<file path="src/rtl/decode_issue.sv">
// Decodes fetch words, reads the register file and presents a registered operand bundle one cycle after acceptance.
// Backpressure: a held bundle stalls fetch (if_ready=0) and its operands track register file writes; HALT also stalls fetch.
module decode_issue #(
  parameter int LEN_INSN    = 32,
  parameter int LEN_OPECODE = 7,
  parameter int LEN_IMMF    = 1,
  parameter int LEN_REG     = 32,
  parameter int LEN_CC      = 4,
  parameter int LEN_IMM_EX  = 32,
  parameter int LEN_REGNO   = 4
) (
  input  logic                   clk,
  input  logic                   rst_n,
  input  logic                   if_valid,
  output logic                   if_ready,
  input  logic [LEN_INSN-1:0]    if_insn,
  output logic                   ex_valid,
  input  logic                   ex_ready,
  output logic [LEN_OPECODE-1:0] opecode,
  output logic [LEN_IMMF-1:0]    immf,
  output logic [LEN_REG-1:0]     data_rd,
  output logic [LEN_REG-1:0]     data_rs,
  output logic [LEN_CC-1:0]      cc,
  output logic [LEN_IMM_EX-1:0]  imm_ex,
  output logic [LEN_REGNO-1:0]   ex_rd_addr,
  output logic                   ex_wen,
  input  logic                   wb_we,
  input  logic [LEN_REGNO-1:0]   wb_addr,
  input  logic [LEN_REG-1:0]     wb_data,
  input  logic                   resume,
  output logic                   halted,
  output logic                   illegal
);

  localparam logic [LEN_OPECODE-1:0] OP_CMP  = 7'b0000100;
  localparam logic [LEN_OPECODE-1:0] OP_ST   = 7'b0011001;
  localparam logic [LEN_OPECODE-1:0] OP_J    = 7'b0011010;
  localparam logic [LEN_OPECODE-1:0] OP_JA   = 7'b0011011;
  localparam logic [LEN_OPECODE-1:0] OP_NOP  = 7'b1111110;
  localparam logic [LEN_OPECODE-1:0] OP_HLT  = 7'b1111111;

  typedef enum logic {RUN, HALT} state_t;

  state_t                 state;
  logic [LEN_REGNO-1:0]   ex_rs_addr;
  logic [LEN_REG-1:0]     regs [2**LEN_REGNO];

  logic [LEN_OPECODE-1:0] f_op;
  logic [LEN_IMMF-1:0]    f_immf;
  logic [LEN_REGNO-1:0]   f_rd;
  logic [LEN_REGNO-1:0]   f_rs;
  logic [LEN_CC-1:0]      f_cc;
  logic [15:0]            f_imm;
  logic [LEN_IMM_EX-1:0]  f_imm_ex;
  logic [LEN_REG-1:0]     fwd_rd;
  logic [LEN_REG-1:0]     fwd_rs;
  logic                   is_exec;
  logic                   is_hlt;
  logic                   is_legal;
  logic                   writes_rd;
  logic                   accept;
  logic                   issue;
  logic                   hold;

  assign f_op   = if_insn[31:25];
  assign f_immf = if_insn[24];
  assign f_rd   = if_insn[23:20];
  assign f_rs   = if_insn[19:16];
  assign f_cc   = if_insn[15:12];
  assign f_imm  = if_insn[15:0];

  always_comb begin
    // Every encoding from add (0000000) through ja (0011011) is a real instruction.
    is_exec   = (f_op <= OP_JA);
    is_hlt    = (f_op == OP_HLT);
    is_legal  = is_exec || is_hlt || (f_op == OP_NOP);
    writes_rd = is_exec && (f_op != OP_CMP) && (f_op != OP_ST) &&
                (f_op != OP_J) && (f_op != OP_JA);
    if (f_op[6:3] == 4'b0010)
      f_imm_ex = {{(LEN_IMM_EX-16){1'b0}}, f_imm};
    else
      f_imm_ex = {{(LEN_IMM_EX-16){f_imm[15]}}, f_imm};
  end

  assign fwd_rd = (wb_we && wb_addr == f_rd) ? wb_data : regs[f_rd];
  assign fwd_rs = (wb_we && wb_addr == f_rs) ? wb_data : regs[f_rs];

  assign if_ready = (state == RUN) && (!ex_valid || ex_ready);
  assign accept   = if_valid && if_ready;
  assign issue    = accept && is_exec;
  assign hold     = ex_valid && !ex_ready;

  always_ff @(posedge clk or negedge rst_n) begin
    if (!rst_n) begin
      for (int i = 0; i < 2**LEN_REGNO; i++) regs[i] <= '0;
    end else if (wb_we) begin
      regs[wb_addr] <= wb_data;
    end
  end

  always_ff @(posedge clk or negedge rst_n) begin
    if (!rst_n) begin
      ex_valid   <= 1'b0;
      opecode    <= '0;
      immf       <= '0;
      data_rd    <= '0;
      data_rs    <= '0;
      cc         <= '0;
      imm_ex     <= '0;
      ex_rd_addr <= '0;
      ex_rs_addr <= '0;
      ex_wen     <= 1'b0;
    end else if (issue) begin
      ex_valid   <= 1'b1;
      opecode    <= f_op;
      immf       <= f_immf;
      data_rd    <= fwd_rd;
      data_rs    <= fwd_rs;
      cc         <= f_cc;
      imm_ex     <= f_imm_ex;
      ex_rd_addr <= f_rd;
      ex_rs_addr <= f_rs;
      ex_wen     <= writes_rd;
    end else if (hold) begin
      // A stalled bundle keeps its operands current with writeback.
      if (wb_we && wb_addr == ex_rd_addr) data_rd <= wb_data;
      if (wb_we && wb_addr == ex_rs_addr) data_rs <= wb_data;
    end else if (ex_ready) begin
      ex_valid <= 1'b0;
    end
  end

  always_ff @(posedge clk or negedge rst_n) begin
    if (!rst_n) begin
      state   <= RUN;
      halted  <= 1'b0;
      illegal <= 1'b0;
    end else begin
      if (accept && !is_legal) illegal <= 1'b1;
      case (state)
        RUN: if (accept && is_hlt) begin
          state  <= HALT;
          halted <= 1'b1;
        end
        HALT: if (resume) begin
          state  <= RUN;
          halted <= 1'b0;
        end
        default: begin
          state  <= RUN;
          halted <= 1'b0;
        end
      endcase
    end
  end

endmodule

</file>
<file path="config.mk">
export PLATFORM = sky130hd
export DESIGN_NAME = decode_issue
export DESIGN_NICKNAME = d
export VERILOG_FILES = /design/src/rtl/decode_issue.sv
export SDC_FILE = /design/constraint.sdc
export NUM_CORES = 1
export LEC_CHECK = 0
export ABC_AREA = 1
export ABC_CLOCK_PERIOD_IN_PS = 2500
export CELL_PAD_IN_SITES_DETAIL_PLACEMENT = 2
export CELL_PAD_IN_SITES_GLOBAL_PLACEMENT = 2
export CORE_UTILIZATION = 37
export CTS_BUF_LIST = sky130_fd_sc_hd__clkbuf_16
export DETAILED_ROUTE_END_ITERATION = 7
export PLACE_DENSITY_LB_ADDON = 0.1
export SLEW_MARGIN = 10
export SYNTH_ARGS = -nofsm -noshare
export SYNTH_HDL_FRONTEND = slang
export SYNTH_SLANG_ARGS = --single-unit
</file>
<file path="constraint.sdc">
create_clock -name clk -period 2.5 [get_ports clk]
set_clock_uncertainty 0.2 [all_clocks]
set_input_delay 0.625 -clock clk [delete_from_list [all_inputs] [get_ports clk]]
set_output_delay 0.625 -clock clk [all_outputs]
set_load 0.02 [all_outputs]
</file>
; ---- Word-level counts from Yosys, hierarchy flattened
; Cells that the tools add are included.
; Widths: inputs -> output; s select.
[word_totals]
regBits = 633
in_bits = 74
output_inout_bits = 117
wordCells = 108
[classes]
n_lt_le_gt_ge = 5
n_eq_ne = 14
mux = 27
n_bitwise = 4
n_reduce_logical = 29
[ops]
columns = cell, n
row1 = $bwmux 512, 1
row2 = $mux 32, 14
row3 = $bmux 32 s4, 2
row4 = $demux 32 s4, 1
row5 = $ne 7x5->1 const B, 3
row6 = $eq 4x4->1, 4
row7 = $ge 5x5->1 const B, 3
row8 = $logic_and 1x1->1, 15
row9 = $not 4->5, 3
row10 = $eq 7x7->1 const B, 2
row11 = $reduce_and 2->1, 4
row12 = $reduce_bool 2->1, 4
row13 = $le 7x5->1 const B, 1
row14 = $mux 1, 7
row15 = $ne 7x3->1 const B, 1
row16 = $lt 5x1->1 const B, 1
row17 = $eq 4x2->1 const B, 1
row18 = $ne 2x2->1 const B, 2
row19 = $pmux 1 s2, 2
row20 = $logic_not 1->1, 3
row21 = $logic_or 1x1->1, 3
row22 = $ne 2x1->1 const B, 1
row23 = $not 1->1, 1

; ---- Longest topological paths before layout
; Gate-level depths: netlist of run 1.
[depth]
word_depth = 7
ltp_mapped = 12
ltp_nobuf = 9

; ---- Worst setup path after synthesis of run 1
; No wires, ideal clock.
[synth_timing]
path_type = input to register
from = input port ex_ready
to = register data_rd[11]
setup_ps = 125
t_arrival_ps = 1732
required_time_ps = 2175
setup_slack_ps = 443
cell_stages = 8
n_path_buf = 1
cell_sequence = nor2_1 -> nor2_2 -> nand2_1 -> nor2_2 -> nand2_2 -> clkbuf_1 -> nand3_1 -> nand3_1
[synth_between]
elab_chain_cells = 6
elab_cells_between_ends = 10
classes_between = mux: 1 / reduce/logical: 9
[synth_rtl]
columns = item, line
row1 = "start, declared", 18  ; input logic ex_ready,
row2 = $logic_or 1x1->1 (*), 88  ; assign if_ready = (state == RUN) && (!ex_valid || ex_ready);
row3 = $logic_and 1x1->1 (*), 88
row4 = named net if_ready, 15  ; output logic if_ready,
row5 = $logic_and 1x1->1 (*), 89  ; assign accept = if_valid && if_ready;
row6 = $logic_and 1x1->1 (*), 90  ; assign issue = accept && is_exec;
row7 = $reduce_bool 2->1 (no source line), --
row8 = $reduce_and 2->1 (no source line), --
row9 = "end signal, assigned", 117  ; data_rd <= fwd_rd;
row10 = "end signal, assigned", 126  ; if (wb_we && wb_addr == ex_rd_addr) data_rd <= wb_data;
row11 = "end, declared", 21  ; output logic [LEN_REG-1:0] data_rd,
; Mark *: on every way through the listed nets, which the timed path passes. The rest lies on a longest branch.
; A chain may end at the register's enable or synchronous reset.

; ---- Final worst setup path of run 1
[layout_timing]
from = register data_rd[24]
to = output port data_rd[24]
; No word-level cell between the ends.

==> results of run 1 <==
==> logic make-up (layout without fill, tap and decap cells) <==
group,count (synthesis),count (layout),share of synthesized area [%]
compound gates,538,538,8.09
xor+xnor,5,5,0.131
buf+inv,607,813,7.71
flops,614,614,46.0
other cells,0,2,0
simple gates,3035,3035,38.0
==> what timing repair did <==
item                                    4_1_cts  5_1_grt
endpoints found under the setup margin       88        5
hold buffers                                  1        0
resized for setup                            88        6
endpoints found under the hold margin        30        0
cloned                                        0        0
==> path summary, 6_finish.rpt <==
kind	slack [ns]	cells after the start	end	startpoint
setup / recovery	0.05	1	data_rd[24]	data_rd[24]
setup reg to reg	0.38	12	data_rs[1]	ex_valid
min in group asynchronous	0.27	2	regs[463]	rst_n
max in group asynchronous	0.89	3	regs[317]	rst_n
hold reg to reg	0.27	2	imm_ex[5]	imm_ex[5]
hold / removal	0.16	3	ex_rd_addr[3]	if_insn[23]
==> cell usage in the layout, fill, tap and decap left out, drive strengths merged, types with 3 or more instances in the layout <==
master,count
a21oi,168
buf,286
bufinv,5
clkbuf,80
clkdlybuf4s50,90
clkinv,30
dfrtp,614
dlygate4sd2,86
dlymetal6s2s,4
inv,230
nand2,1870
nand3,941
nand4,4
nor2,213
nor3,4
o21ai,367
xnor2,3
==> through the flow <==
stage | total power [uW] | TNS (ns)
2_1_floorplan | 18700 | 0
3_3_place_gp | 22200 | -34.88
3_5_place_dp | 22800 | -85.20
4_1_cts | 33800 | 0
5_1_grt | 35300 | 0
6_report | 33700 | 0
==> where the power goes <==
part	total [uW]	internal [uW]	switching, uW	leakage (uW)
combinational	8400	3130	5270	0.0111
sequential	14300	12200	2070	0.00746
clock	11100	6270	4790	0.00125
==> sequential cells by signal (all words and copies together), names as in the netlist, 3 cells and up <==
name        cells
imm_ex         14
regs          512
ex_rd_addr      4
data_rs        32
ex_rs_addr      4
data_rd        32
cc              3
opecode         7
==> final cells by class <==
| class | instances | area, um2 |
|---|---|---|
| Clock inverter | 56 | 380 |
| Multi-Input combinational cell | 3578 | 15500 |
| Fill cell | 10200 | 48000 |
| Timing Repair Buffer | 468 | 5310 |
| Antenna cell | 2 | 5.00 |
| Clock buffer | 80 | 2000 |
| Tap cell | 1165 | 1460 |
| Sequential cell | 614 | 15400 |
| Inverter | 209 | 812 |
==> per-layer routing <==
metal	vias up	track usage [%]	share of wire (%)
met1	18900	46.5	42
met4	4	15.8	4.2
met3	417	4.87	5.8
met5	-	0	0.015
met2	1268	61.4	48
li1	15800	-	-
==> results_dict.tcl, run 1 <==
set metrics [dict create \
    clock_path_buffers 3 \
    core_um2 88900 \
    grt.overflow.total 0 \
    period_needed_ns 2.45 \
    finalInstanceArea_um2 40900 \
    holdWs_ns 0.158 \
    synthCells 4799 \
    synth.top_cells.by_count "1,868 x nand2_1, 936 x nand3_1, 614 x dfrtp_1" \
    via_count 36400 \
    outcome "complete, no violations" \
    cts_tree "built" \
    startpoint_type "flop" \
    fmax_mhz 408 \
    dpl_cell_area_um2 38600 \
    start_util_pct 37.5 \
    max_stage_delay_ns 0.62 \
    yosys.cell_types.count 30 \
    grt_pass1_vias 39800 \
    worst_slack_ns 0.0494 \
    rsz0062_at_grt "false" \
    cap_violations 0 \
    setup_violations 0 \
    drt_wl_total_um 166000 \
    cp_cell_sequence "clkdlybuf4s50_1" \
    clkSinkCount 614 \
    gp_congestion 0.815 \
    ios 191 \
    vdd_ir_drop_max_mv 0.485 \
    synth_largest_area_cell "dfrtp_1" \
    yosys-top-cells-area "dfrtp_1 46%, nand2_1 21%, nand3_1 14%" \
    drc_errors 0 \
    critPathMaxFanout 2 \
    clk_pin_slew_ns 0.07 \
    netlist_area_um2 33400 \
    yosysMostFrequentCell "nand2_1" \
    stdcell_count 6172 \
    io_buffer_count 190 \
    crit_family "buffers and inverters" \
    first_iter_violations 2712 \
    crit_type "reg2out" \
    hold_viol_final 0 \
    cts_max_level 3 \
    async_flop_share_pct 100 \
    synth_edf_count 0 \
    grt_pass1_wl_um 251000 \
    postRouteAntennaNets 0 \
    synth-seq-cells 614 \
    die-height_um 302 \
    rows 109 \
    place_inst 6033 \
    postCtsSetupBuffers 0 \
    worstSkewPairLatency_ns 0.67 \
    final.period_utilization_pct 98.0 \
    slew_viol_final 0 \
    crit_slowest_cell "clkdlybuf4s50_1" \
    die_area_um2 91400 \
    drive_above_1_share_pct 8.51 \
    avgSynthCellArea_um2 6.95 \
    critPathBufInv 1 \
    hp-class "in2reg" \
    cts_inserted_buffers 78 \
    powerDensity_nw_per_um2 825 \
    first_pass_iters 5 \
    arrival_ns 1.63 \
    slew_headroom_pct 60.7 \
    wl_per_cell_um 26.9 \
    viasPerCell 5.89 \
    synth_top_area_share_pct 46.0 \
    area_growth_pct 22.5 \
    synth_nets 4873 \
    grt_max_degree 95 \
    synth_flop_cell "dfrtp_1" \
    tightest_slew_ns 0.589 \
    ys_seq_area_share_pct 46.0 \
    leakage_uw 0.0199 \
    clockRootBuffer "clkbuf_16" \
    cp_data_required_time_ns 1.67 \
    finish.utilization_pct 46.0 \
    antenna_found_initial 5 \
    final_nets 5023 \
    die_w_um 302 \
    place_ws_ns -0.348 \
    hpwlAfterDp_um 105000 \
    end_kind "output pin" \
    grtUsageTotal_pct 36.4 \
    yosys_warnings 0 \
]
Note: power is estimated with default switching activity, not from simulation.
==> inputs of run 2 (changes only) <==
- CORE_ASPECT_RATIO: unset -> 0.6
==> run 2 against run 1 <==
Against the previous run: sequential share of layout area rose by 0.15 points; global-route usage grew 0.68 points; power fell by 2.3%; critical path type unchanged; largest power group unchanged.
==> results_dict.tcl, run 2 (synthesis results as in run 1) <==
set metrics [dict create \
    die_area_um2 91500 \
    viasPerCell 5.88 \
    sequentialPowerShare_pct 43.0 \
    gp_congestion 0.821 \
    cts_tree "built" \
    cts_inserted_buffers 68 \
    cap_violations 0 \
    critPathBufInv 1 \
    drt_wl_total_um 170000 \
    max_stage_delay_ns 0.64 \
    regMostFlops "regs" \
    stdcell_count 6195 \
    clock_path_buffers 3 \
    hold_viol_final 0 \
    crit_path_start "data_rs[30]" \
    rows 84 \
    die_w_um 390 \
    cp_cell_sequence "clkdlybuf4s50_1" \
    setup_violations 0 \
    first_iter_violations 3061 \
    r2r-end "data_rs[30]" \
    tightest_slew_ns 0.759 \
    tns_ns 0 \
    powerDensity_nw_per_um2 809 \
    switchingPower_uw 12100 \
    postRouteAntennaNets 0 \
    antenna_found_initial 1 \
    crit_slowest_cell "clkdlybuf4s50_1" \
    drive_above_1_share_pct 8.46 \
    mostFrequentLayoutCell "nand2_1" \
    place_ws_ns -0.377 \
    grt_max_degree 89 \
    die-height_um 235 \
    crit_type "reg2out" \
    swShare_pct 36.6 \
    grt_pass1_wl_um 258000 \
    start_util_pct 37.7 \
    slew_headroom_pct 49.4 \
    finalInstanceArea_um2 40700 \
    period_needed_ns 2.48 \
    startpoint_type "flop" \
    cp_data_required_time_ns 1.67 \
    clockRootBuffer "clkbuf_16" \
    vdd_ir_drop_max_mv 0.485 \
    first_pass_iters 5 \
    holdPathEnd "ex_rd_addr[1]" \
    wl_per_cell_um 27.4 \
    worstSkewPairLatency_ns 0.66 \
    crit_family "buffers and inverters" \
    core_um2 88500 \
    rr_worst_depth 10 \
    arrival_ns 1.65 \
    internal_power_uw 20900 \
    hold_path_startpoint "if_insn[21]" \
    r2r_start "ex_valid" \
    dpl_cell_area_um2 38600 \
    clkSinkCount 614 \
    r2r_slack_ns 0.29 \
    rsz0062_at_grt "true" \
    largest_register_ffs 512 \
    grt_pass1_vias 39500 \
    p_comb_share_pct 26.3 \
    fmax_mhz 404 \
    layout_common_cells "1,865 x nand2_1, 934 x nand3_1, 613 x dfrtp_1" \
    hp-class "in2reg" \
    area_growth_pct 22.0 \
    end_kind "output pin" \
    share_clk_of_total_power_pct 30.7 \
    slew_viol_final 0 \
    top_regs "regs x512, data_rd x32, data_rs x32" \
    final_nets 5016 \
    critPathMaxFanout 2 \
    place_inst 6071 \
    cts_max_level 3 \
    hpwlAfterDp_um 107000 \
    grt.overflow.total 0 \
    clk_pin_slew_ns 0.07 \
    leakage_uw 0.0197 \
    grtUsageTotal_pct 37.1 \
    worst_slack_ns 0.0248 \
    io_buffer_count 190 \
    total_power_uw 33000 \
    outcome "complete, no violations" \
    drc_errors 0 \
    holdPathStages 3 \
    final.period_utilization_pct 99.0 \
    via_count 36400 \
    ios 191 \
]
==> run 2: per-stage QoR <==
stage / hold WS (ns) / util, %
final: 0.138 / 46.0
after global routing: 0.138 / 46.0
after CTS: 0.103 / 46.0
after detailed placement: 0.263 / 43.7
after global placement: 0.255 / 43.7
after floorplan: 0.129 / -
==> run 2: routing by layer <==
layer  vias up  routed length (um)  global-route usage (%)
met2      1246               78600                    59.4
met5         -                   0                       0
met1     19100               75800                    51.0
met3       377                9400                    5.20
met4         0                6240                    13.4
li1      15700                   -                       -
==> run 2: power groups by stage <==
stage / combinational, uW / clock [uW] / sequential [uW]
after CTS: 8660 / 10200 / 14100
final: 8670 / 10100 / 14200
after global placement: 8060 / 0 / 14100
after global routing: 9540 / 10600 / 14400
after detailed placement: 8590 / 0 / 14200
after floorplan: 4630 / 0 / 14100
==> run 2: worst max-delay path by stage <==
stage | cells after the start | to | slack [ns]
CTS | 1 | data_rd[25] | 0.0007
global route | 1 | data_rs[4] | -0.007
global placement | 4 | if_ready | -0.24
floorplan | 8 | data_rd[11] | 0.44
finish | 1 | data_rs[30] | 0.02
detailed placement | 7 | regs[126] | -0.38
==> run 2: area by class of cell <==
| cell class | count | area (um2) |
|---|---|---|
| well taps | 1204 | 1510 |
| flip-flops and latches | 614 | 15400 |
| diodes | 1 | 2.50 |
| fillers | 10300 | 47800 |
| multi-input cells | 3578 | 15500 |
| clock buffers | 70 | 1750 |
| repair buffers | 471 | 5390 |
| clock inverters | 48 | 335 |
| inverters | 209 | 815 |
==> run 2: what timing repair did <==
item,4_1_cts,5_1_grt
hold endpoints to repair,171,0
hold buffers,1,0
buffers inserted,4,0
endpoints found under the setup margin,68,21
gates resized for setup,71,21
